$ cat config.mk
export PLATFORM = sky130hd
export DESIGN_NAME = qspi_flash_read_sequencer
export DESIGN_NICKNAME = d
export VERILOG_FILES = /design/src/rtl/qspi_pkg.sv /design/src/rtl/qspi_cs_timer.sv /design/src/rtl/qspi_flash_read_sequencer.sv
export SDC_FILE = /design/constraint.sdc
export NUM_CORES = 1
export LEC_CHECK = 0
export ABC_AREA = 1
export CAP_MARGIN = 0
export CORE_MARGIN = 1
export CORE_UTILIZATION = 35
export CTS_CLUSTER_SIZE = 12
export DETAILED_ROUTE_END_ITERATION = 12
export DONT_BUFFER_PORTS = 1
export PLACE_DENSITY = 0.48
export SKIP_LAST_GASP = 1
export SLEW_MARGIN = 25
export SYNTH_ARGS = -nofsm -noshare
export SYNTH_HDL_FRONTEND = slang
export SYNTH_SLANG_ARGS = --single-unit
export TNS_END_PERCENT = 30
$ cat constraint.sdc
create_clock -name clk -period 2.21 [get_ports clk]
set_input_delay 0.1105 -clock clk [delete_from_list [all_inputs] [get_ports clk]]
set_output_delay 0.1105 -clock clk [all_outputs]
set_load 0.005 [all_outputs]
$ cat src/rtl/qspi_pkg.sv
// Shared types and constants for the single-lane serial-flash read sequencer.
package qspi_pkg;

  typedef enum logic [2:0] {
    IDLE,
    SETUP,
    CMD,
    ADDR,
    DUMMY,
    DATA,
    HOLD,
    GAP
  } seq_state_e;

  localparam logic [7:0] OP_READ      = 8'h03;
  localparam logic [7:0] OP_FAST_READ = 8'h0B;
  localparam logic [7:0] OP_READ4B    = 8'h13;

  localparam int unsigned TMR_W = 16;
  localparam int unsigned CNT_W = 16;

endpackage

$ cat src/rtl/qspi_cs_timer.sv
// Loadable down-counter for chip-select guard times; expire pulses in the
// cycle the count reaches one, so a load of N expires N cycles after loading.
module qspi_cs_timer
  import qspi_pkg::*;
#(
  parameter int unsigned W = TMR_W
) (
  input  logic         clk,
  input  logic         rst,
  input  logic         load,
  input  logic [W-1:0] load_val,
  output logic         expire
);

  logic [W-1:0] cnt;

  always_ff @(posedge clk) begin
    if (rst) begin
      cnt <= '0;
    end else if (load) begin
      cnt <= load_val;
    end else if (cnt != '0) begin
      cnt <= cnt - W'(1);
    end
  end

  assign expire = (cnt == W'(1));

endmodule

$ cat src/rtl/qspi_flash_read_sequencer.sv
// Drives one x1 flash read (cmd, address, dummy, data) through a byte-wide
// transceiver, owning chip select and its setup/hold/idle guard times.
module qspi_flash_read_sequencer
  import qspi_pkg::*;
#(
  parameter int unsigned ADDR_BYTES  = 3,
  parameter logic [7:0]  READ_CMD    = OP_READ,
  parameter int unsigned DUMMY_BYTES = 0,
  parameter int unsigned CS_SETUP    = 2,
  parameter int unsigned CS_HOLD     = 2,
  parameter int unsigned CS_IDLE     = 4
) (
  input  logic        clk,
  input  logic        rst,
  input  logic        start,
  input  logic [31:0] addr,
  input  logic [15:0] len,
  output logic        busy,
  output logic        done,
  output logic        rd_valid,
  output logic [7:0]  rd_data,
  output logic        cs_n,
  output logic        shift_en,
  output logic [7:0]  tx_data,
  input  logic        shift_done,
  input  logic [7:0]  rx_data
);

  // Left-justify the used address bytes so the MSB byte is always [31:24].
  localparam int unsigned ADDR_SHIFT = 32 - 8 * ADDR_BYTES;

  seq_state_e state, state_nxt;

  logic [CNT_W-1:0] cnt;
  logic [31:0]      addr_sr;
  logic [15:0]      len_q;

  logic             shift_issue;
  logic [7:0]       tx_nxt;
  logic             cnt_load;
  logic [CNT_W-1:0] cnt_val;
  logic             cnt_dec;
  logic             addr_adv;
  logic             start_take;
  logic             cs_fall;
  logic             cs_rise;
  logic             done_set;
  logic             rx_take;
  logic             addr_end;
  logic             dummy_end;
  logic             data_end;
  logic             tmr_load;
  logic [TMR_W-1:0] tmr_val;
  logic             tmr_expire;

  qspi_cs_timer #(
    .W(TMR_W)
  ) u_cs_timer (
    .clk     (clk),
    .rst     (rst),
    .load    (tmr_load),
    .load_val(tmr_val),
    .expire  (tmr_expire)
  );

  always_ff @(posedge clk) begin
    if (rst) begin
      state <= IDLE;
    end else begin
      state <= state_nxt;
    end
  end

  always_comb begin
    state_nxt   = state;
    shift_issue = 1'b0;
    tx_nxt      = 8'h00;
    cnt_load    = 1'b0;
    cnt_val     = '0;
    cnt_dec     = 1'b0;
    addr_adv    = 1'b0;
    start_take  = 1'b0;
    cs_fall     = 1'b0;
    cs_rise     = 1'b0;
    done_set    = 1'b0;
    rx_take     = 1'b0;
    addr_end    = 1'b0;
    dummy_end   = 1'b0;
    data_end    = 1'b0;
    tmr_load    = 1'b0;
    tmr_val     = '0;

    case (state)
      IDLE: begin
        if (start) begin
          start_take = 1'b1;
          cs_fall    = 1'b1;
          tmr_load   = 1'b1;
          tmr_val    = TMR_W'(CS_SETUP);
          state_nxt  = SETUP;
        end
      end
      SETUP: begin
        if (tmr_expire) begin
          shift_issue = 1'b1;
          tx_nxt      = READ_CMD;
          state_nxt   = CMD;
        end
      end
      CMD: begin
        if (shift_done) begin
          shift_issue = 1'b1;
          tx_nxt      = addr_sr[31:24];
          addr_adv    = 1'b1;
          cnt_load    = 1'b1;
          cnt_val     = CNT_W'(ADDR_BYTES);
          state_nxt   = ADDR;
        end
      end
      ADDR: begin
        if (shift_done) begin
          if (cnt == CNT_W'(1)) begin
            addr_end = 1'b1;
          end else begin
            shift_issue = 1'b1;
            tx_nxt      = addr_sr[31:24];
            addr_adv    = 1'b1;
            cnt_dec     = 1'b1;
          end
        end
      end
      DUMMY: begin
        if (shift_done) begin
          if (cnt == CNT_W'(1)) begin
            dummy_end = 1'b1;
          end else begin
            shift_issue = 1'b1;
            cnt_dec     = 1'b1;
          end
        end
      end
      DATA: begin
        if (shift_done) begin
          rx_take = 1'b1;
          if (cnt == CNT_W'(1)) begin
            data_end = 1'b1;
          end else begin
            shift_issue = 1'b1;
            cnt_dec     = 1'b1;
          end
        end
      end
      HOLD: begin
        if (tmr_expire) begin
          cs_rise   = 1'b1;
          done_set  = 1'b1;
          tmr_load  = 1'b1;
          tmr_val   = TMR_W'(CS_IDLE);
          state_nxt = GAP;
        end
      end
      GAP: begin
        if (tmr_expire) begin
          state_nxt = IDLE;
        end
      end
      default: state_nxt = IDLE;
    endcase

    // Phase hand-off: skip empty dummy/data phases straight to the next one.
    if (addr_end && (DUMMY_BYTES != 0)) begin
      shift_issue = 1'b1;
      cnt_load    = 1'b1;
      cnt_val     = CNT_W'(DUMMY_BYTES);
      state_nxt   = DUMMY;
    end else if ((addr_end || dummy_end) && (len_q != 16'd0)) begin
      shift_issue = 1'b1;
      cnt_load    = 1'b1;
      cnt_val     = len_q;
      state_nxt   = DATA;
    end else if (addr_end || dummy_end || data_end) begin
      tmr_load  = 1'b1;
      tmr_val   = TMR_W'(CS_HOLD);
      state_nxt = HOLD;
    end
  end

  always_ff @(posedge clk) begin
    if (rst) begin
      cs_n     <= 1'b1;
      shift_en <= 1'b0;
      tx_data  <= 8'h00;
      done     <= 1'b0;
      rd_valid <= 1'b0;
      rd_data  <= 8'h00;
      cnt      <= '0;
    end else begin
      shift_en <= shift_issue;
      done     <= done_set;
      rd_valid <= rx_take;
      if (shift_issue) begin
        tx_data <= tx_nxt;
      end
      if (rx_take) begin
        rd_data <= rx_data;
      end
      if (cs_fall) begin
        cs_n <= 1'b0;
      end else if (cs_rise) begin
        cs_n <= 1'b1;
      end
      if (cnt_load) begin
        cnt <= cnt_val;
      end else if (cnt_dec) begin
        cnt <= cnt - CNT_W'(1);
      end
    end
  end

  // Request operands are pure data and need no reset.
  always_ff @(posedge clk) begin
    if (start_take) begin
      addr_sr <= addr << ADDR_SHIFT;
      len_q   <= len;
    end else if (addr_adv) begin
      addr_sr <= addr_sr << 8;
    end
  end

  assign busy = (state != IDLE);

endmodule

# Yosys cells after proc, flatten, opt, wreduce, memory -nomap -nowiden
# Index checks and enable logic that the tools add are counted.
[totals]
elab_cells = 101
output_inout_bits = 21
in_bits = 60
regBits = 95
[classes]
mux = 51
add_sub_neg = 2
reduce_logical = 17
n_eq_ne = 19
[ops]
columns = ["cell", "count"]
rows = [
  ["two-way mux 16 bit", 7],
  ["two-way mux 32 bit", 2],
  ["== test 16 x 1 -> 1 bit, second input constant", 2],
  ["nonzero test 16 bit", 2],
  ["subtractor 16 x 1 -> 16 bit, second input constant", 2],
  ["two-way mux 3 bit", 8],
  ["two-way mux 8 bit", 3],
  ["case mux 8 bit (3 select lines)", 1],
  ["two-way mux 1 bit", 21],
  ["!= test 4 bit, second input constant", 5],
  ["!= test 3 bit, second input constant", 5],
  ["case mux 3 bit (5 select lines)", 1],
  ["== test 3 bit, second input constant", 4],
  ["AND reduction 6 bit", 2],
  ["two-way mux 2 bit", 4],
  ["nonzero test 2 bit", 4],
  ["nonzero test 7 bit", 1],
  ["== test 3 x 2 -> 1 bit, second input constant", 2],
  ["case mux 3 bit (2 select lines)", 1],
  ["nonzero test 6 bit", 1],
  ["case mux 1 bit (2 select lines)", 2],
  ["== test 3 x 1 -> 1 bit, second input constant", 1],
  ["logical NOT 3 bit", 1],
  ["case mux 1 bit (3 select lines)", 1],
  ["5 further kinds", 6],
]

# Depth between registers and ports, before layout
[depth]
ltp_word = 9
mapped_depth = 14
ltp_nobuf = 13

# Hierarchy
# Synthesis repeated with hierarchy kept, for this count alone.
[hier_totals]
hier_cells = 695
hier_area_um2 = 5057.4
[modules_own_cells]
columns = ["module", "cells_per_inst", "instances", "seq_area_each_um2", "area_each_um2"]
rows = [
  ["qspi_flash_read_sequencer", 516, 1, 1981.9, 3915.0],
  ["qspi_cs_timer", 179, 1, 320.3, 1142.3],
]

# Least setup slack after synthesis
# Ideal clock, no wire load.
[synth_timing]
kind = "reg2reg"
startpoint = "register state[1]"
endpoint = "register addr_sr[10] (enable)"
setup_time_ns = 0.489
stages_incl_launch_ff = 8
period_less_slack_ns = 2.187
arrival_time_ns = 1.698
required_time_ns = 1.721
n_path_buf = 2
path_slack_ns = 0.023
cell_sequence = "dfxtp_1 buf_2 nor2_1 nand2_2 nor2_4 inv_2 clkbuf_1 nand3_1"
[synth_between]
elab_chain_cells = 3
elab_cells_between_ends = 6
cone_classes = "eq/ne: 2; mux: 2; reduce/logical: 2"
[synth_lines]
columns = ["element", "line_no", "source"]
rows = [
  ["from (decl)", "qspi_flash_read_sequencer.sv:32", "seq_state_e state, state_nxt;"],
  ["from (signal assigned)", "qspi_flash_read_sequencer.sv:70", "state <= state_nxt;"],
  ["== test 3 x 2 -> 1 bit or logical NOT 3 bit (tied branches)", "qspi_flash_read_sequencer.sv:93", "case (state)"],
  ["case mux 1 bit (2 select lines) or two-way mux 1 bit (tied branches)", "qspi_flash_read_sequencer.sv:93", ""],
  ["nonzero test 2 bit (no source line) *", "-", ""],
  ["to (signal assigned)", "qspi_flash_read_sequencer.sv:223", "addr_sr <= addr << ADDR_SHIFT;"],
  ["to (signal assigned)", "qspi_flash_read_sequencer.sv:226", "addr_sr <= addr_sr << 8;"],
  ["to (decl)", "qspi_flash_read_sequencer.sv:35", "logic [31:0] addr_sr;"],
]
# Every way passes the cells marked *; elsewhere a longest branch is shown, timed or not.
# A chain may end at the register's enable or synchronous reset.

# Final worst setup path
[layout_timing]
startpoint = "register cnt[1]"
endpoint = "register cnt[7]"
[layout_between]
elab_chain_cells = 8
elab_cells_between_ends = 16
cone_classes = "add/sub: 1; eq/ne: 1; mux: 11; reduce/logical: 3"
[layout_lines]
columns = ["element", "line_no", "source"]
rows = [
  ["from (decl)", "qspi_flash_read_sequencer.sv:34", "logic [CNT_W-1:0] cnt;"],
  ["from (signal assigned)", "qspi_flash_read_sequencer.sv:213", "cnt <= cnt_val;"],
  ["from (signal assigned)", "qspi_flash_read_sequencer.sv:215", "cnt <= cnt - CNT_W'(1);"],
  ["== test 16 x 1 -> 1 bit", "qspi_flash_read_sequencer.sv:122, qspi_flash_read_sequencer.sv:134, qspi_flash_read_sequencer.sv:145", ""],
  ["two-way mux 1 bit", "qspi_flash_read_sequencer.sv:122, qspi_flash_read_sequencer.sv:134", ""],
  ["two-way mux 1 bit", "-", ""],
  ["two-way mux 1 bit", "qspi_flash_read_sequencer.sv:93", ""],
  ["logical OR 1 bit", "qspi_flash_read_sequencer.sv:176", "end else if ((addr_end || dummy_end) && (len_q != 16'd0)) begin"],
  ["logical AND 1 bit", "qspi_flash_read_sequencer.sv:176", ""],
  ["two-way mux 16 bit or two-way mux 1 bit (tied branches)", "qspi_flash_read_sequencer.sv:176", ""],
  ["two-way mux 16 bit or nonzero test 2 bit (tied branches)", "-", ""],
]
# Several ways; a longest one is shown, not always the timed one. The select of a mux whose other input is x is not followed.

==> reports/qor.yml <==
period_share_pct: 90.1
design_area_um2: 5900
dpl_cell_area_um2: 5110
io_pins: 81
clkPwrFrac_pct: 17.7
rows: 42
drc: 0
cp.arrival_ns: 2.28
pwr_density_cell_nw_per_um2: 1490
startpoint_type: "flop"
place_hpwl_um: 7880
ys_ff_latch: 95
core_um2: 13500
critPathKind: "flop to flop"
cts_buffer_depth: 2
grt_use_total_pct: 17.2
ir_worst_vdd_v: 0.000566
worstPathMaxFanout: 9
cts.htree.levels: 3
antenna_found_initial: 0
seqPwrFrac_pct: 34.1
clk_pin_slew_ns: 0.07
grt_pass1_vias: 4077
crit_path_frequent_cell: "nor2_1"
dieArea_um2: 14400
grt_pass1_wl_um: 19300
maxSlewHeadroom_pct: 53.9
finalCriticalPeriod_ns: 1.99
drv_cap: 0
tritoncts: "done"
avgSynthCellArea_um2: 7.68
tightestPinTransition_ns: 0.689
num_vias: 4098
ant_nets: 0
setup.worst_path.start: "cnt[1]$_SDFFE_PP0P_"
rsz0062_at_grt: "false"
drt-initial-drc-count: 242
status: "finished clean"
hold_path_class: "input pin to flop"
switching_share_pct: 43.4
required_ns: 2.50
slew_viol_final: 0
ys_warn_count: 0
gp_congestion: 0.815
syn-num-nets: 701
initial_core_util_pct: 36.3
syn_to_final_growth_pct: 20.7
power.switching_uw: 3820
critPathTopFamily: "simple AND/OR/NAND/NOR gates"
slowest_stage: "nor2_2"
slowest_delay_ns: 0.39
fmax_mhz: 502
p_int_uw: 4970
grt_max_degree: 34
cts_root_buf: "clkbuf_16"
diodes: 0
critPathCaptureType: "flop"
wl_per_cell_um: 13.1
ys_types: 32
busiest_layer: "met2"
grt-ovfl-total: 0
finalClockSkew_ns: 0.0103
synthCells: 636
portBuffers: 0
cp_num_buf_inv: 2
drt-total-wl_um: 11400
reg2reg_from: "cnt[1]$_SDFFE_PP0P_"
synthesis.area_um2: 4890
hold_viol_final: 0
worstHoldStart: "shift_done"
clk_latency_ns: 0.35
first_pass_iters: 5
finalNetCount: 754
use_met3_pct: 5.32
final_layout_size_suffix_gt1_share_pct: 11.2
dieHeight_um: 120
cp_cell_sequence: "inv_1, ha_1, inv_1, nor2_1, nand2_1, nor2_1, nand3_1, nor2_2, nand2_1, nand2_1, nor2_1, nor2_1"
combPwrFrac_pct: 48.2
die_width_um: 120
post-route-util_pct: 43.9
cts_sinks: 95
globalRouteMet2Util_pct: 30.4
use_met1_pct: 19.9
fin_setup_tns_ns: 0
vias_per_cell: 4.71
p_leak_uw: 0.00270
setup_violations: 0
synth-seq-area-share_pct: 47.1
cts_buffers: 9
-- metrics by stage --
| stage | total power (uW) | instances | hold slack [ns] | setup WS (ns) |
|---|---|---|---|---|
| 2_1_floorplan | 6360 | 636 | 0.209 | 0.0233 |
| 3_3_place_gp | 7160 | 805 | 0.186 | 0.260 |
| 3_5_place_dp | 7200 | 805 | 0.187 | 0.184 |
| 4_1_cts | 8880 | 870 | 0.128 | 0.170 |
| 5_1_grt | 9690 | 870 | 0.157 | 0.000592 |
| 6_report | 8790 | 870 | 0.149 | 0.220 |
-- logic make-up (layout without fill, tap and decap cells) --
logic type      count (synthesis)  after routing  share of synthesized area [%]
compound gates                 39             39                           4.46
xor+xnor                       15             15                           2.69
fa+ha+maj                       5              5                           1.28
buf+inv                        66            124                           5.68
flops                          95             95                           47.1
simple gates                  416            416                           38.8
-- cells in the mapped netlist --
library cell | number | area share [%]
a21oi_1 | 17 | 1.7
a21oi_4 | 1 | 0.33
and3_1 | 2 | 0.26
buf_2 | 6 | 0.61
buf_4 | 2 | 0.31
buf_6 | 2 | 0.46
clkbuf_1 | 6 | 0.46
clkinv_1 | 1 | 0.077
dfxtp_1 | 55 | 23
edfxtp_1 | 40 | 25
ha_1 | 5 | 1.3
inv_1 | 37 | 2.8
inv_2 | 12 | 0.92
nand2_1 | 178 | 14
nand2_2 | 8 | 1.0
nand2_4 | 1 | 0.23
nand3_1 | 48 | 4.9
nand3_2 | 10 | 2.0
nand3_4 | 2 | 0.72
nand3b_1 | 8 | 1.2
nand4_1 | 4 | 0.51
nor2_1 | 136 | 10
nor2_2 | 8 | 1.0
nor2_4 | 8 | 1.8
nor2_8 | 1 | 0.41
nor3_1 | 1 | 0.10
nor3_4 | 1 | 0.33
o21ai_0 | 18 | 1.8
o21ai_1 | 2 | 0.20
o21ai_4 | 1 | 0.33
xnor2_1 | 2 | 0.36
xor2_1 | 13 | 2.3
-- state kept, by name, indices dropped and copies added, names as in the netlist --
signal / count
addr_sr: 24
cnt: 16
cs_n: 1
done: 1
len_q: 16
rd_data: 8
rd_valid: 1
shift_en: 1
state: 3
tx_data: 8
u_cs_timer.cnt: 16
-- path summary, 6_finish.rpt --
check,end,slack [ns],depth (start not counted)
worst max register to register,cnt[7]$_SDFFE_PP0P_,0.22,12
worst max-delay path,cnt[7]$_SDFFE_PP0P_,0.22,12
worst min-delay path,state[0]$_SDFFE_PP0P_,0.15,5
worst min register to register,tx_data[5]$_SDFFE_PP0P_,0.50,2
-- layout by cell type (no fill, tap or decap), types with 5 or more instances in the layout --
| master | Yosys | final |
|---|---|---|
| nand3b_1 | 8 | 8 |
| ha_1 | 5 | 5 |
| inv_1 | 37 | 37 |
| nor2_1 | 136 | 136 |
| o21ai_0 | 18 | 18 |
| inv_2 | 12 | 12 |
| nand3_1 | 48 | 48 |
| nand3_2 | 10 | 10 |
| buf_4 | 2 | 7 |
| edfxtp_1 | 40 | 40 |
| a21oi_1 | 17 | 17 |
| clkbuf_16 | 0 | 9 |
| nor2_2 | 8 | 8 |
| dfxtp_1 | 55 | 55 |
| xor2_1 | 13 | 13 |
| nand2_1 | 178 | 178 |
| nor2_4 | 8 | 8 |
| dlygate4sd3_1 | 0 | 49 |
| nand2_2 | 8 | 8 |
-- power by group through the flow --
stage               sequential, uW  clock, uW  combinational [uW]
floorplan                     2920          0                3440
global placement              3020          0                4140
detailed placement            3030          0                4170
CTS                           2990       1610                4270
global route                  3070       1670                4950
finish                        3000       1560                4240
-- cell type report --
class | count | area, um2
fill | 1389 | 7550
multi-input combinational | 475 | 2310
sequential | 95 | 2300
timing repair buffer | 58 | 583
clock buffer | 10 | 239
tap | 176 | 220
inverter | 50 | 188
clock inverter | 6 | 61.3
-- tightest hold or removal path, delay by kind of cell --
kind | cells | cell delay [ns]
compound gates | 1 | 0.06
simple gates | 4 | 0.29
-- timing repair --
action / CTS / global route
gates resized for setup: 0 / 0
hold buffers: 49 / 0
hold endpoints to repair: 63 / 0
buffers inserted: 0 / 0
-- routing by layer --
metal	routed length (um)	up-vias
met5	0	-
met3	533	7
met2	5690	74
met4	120	0
li1	-	2127
met1	5090	1890
Power figures use the tool's default switching activity.
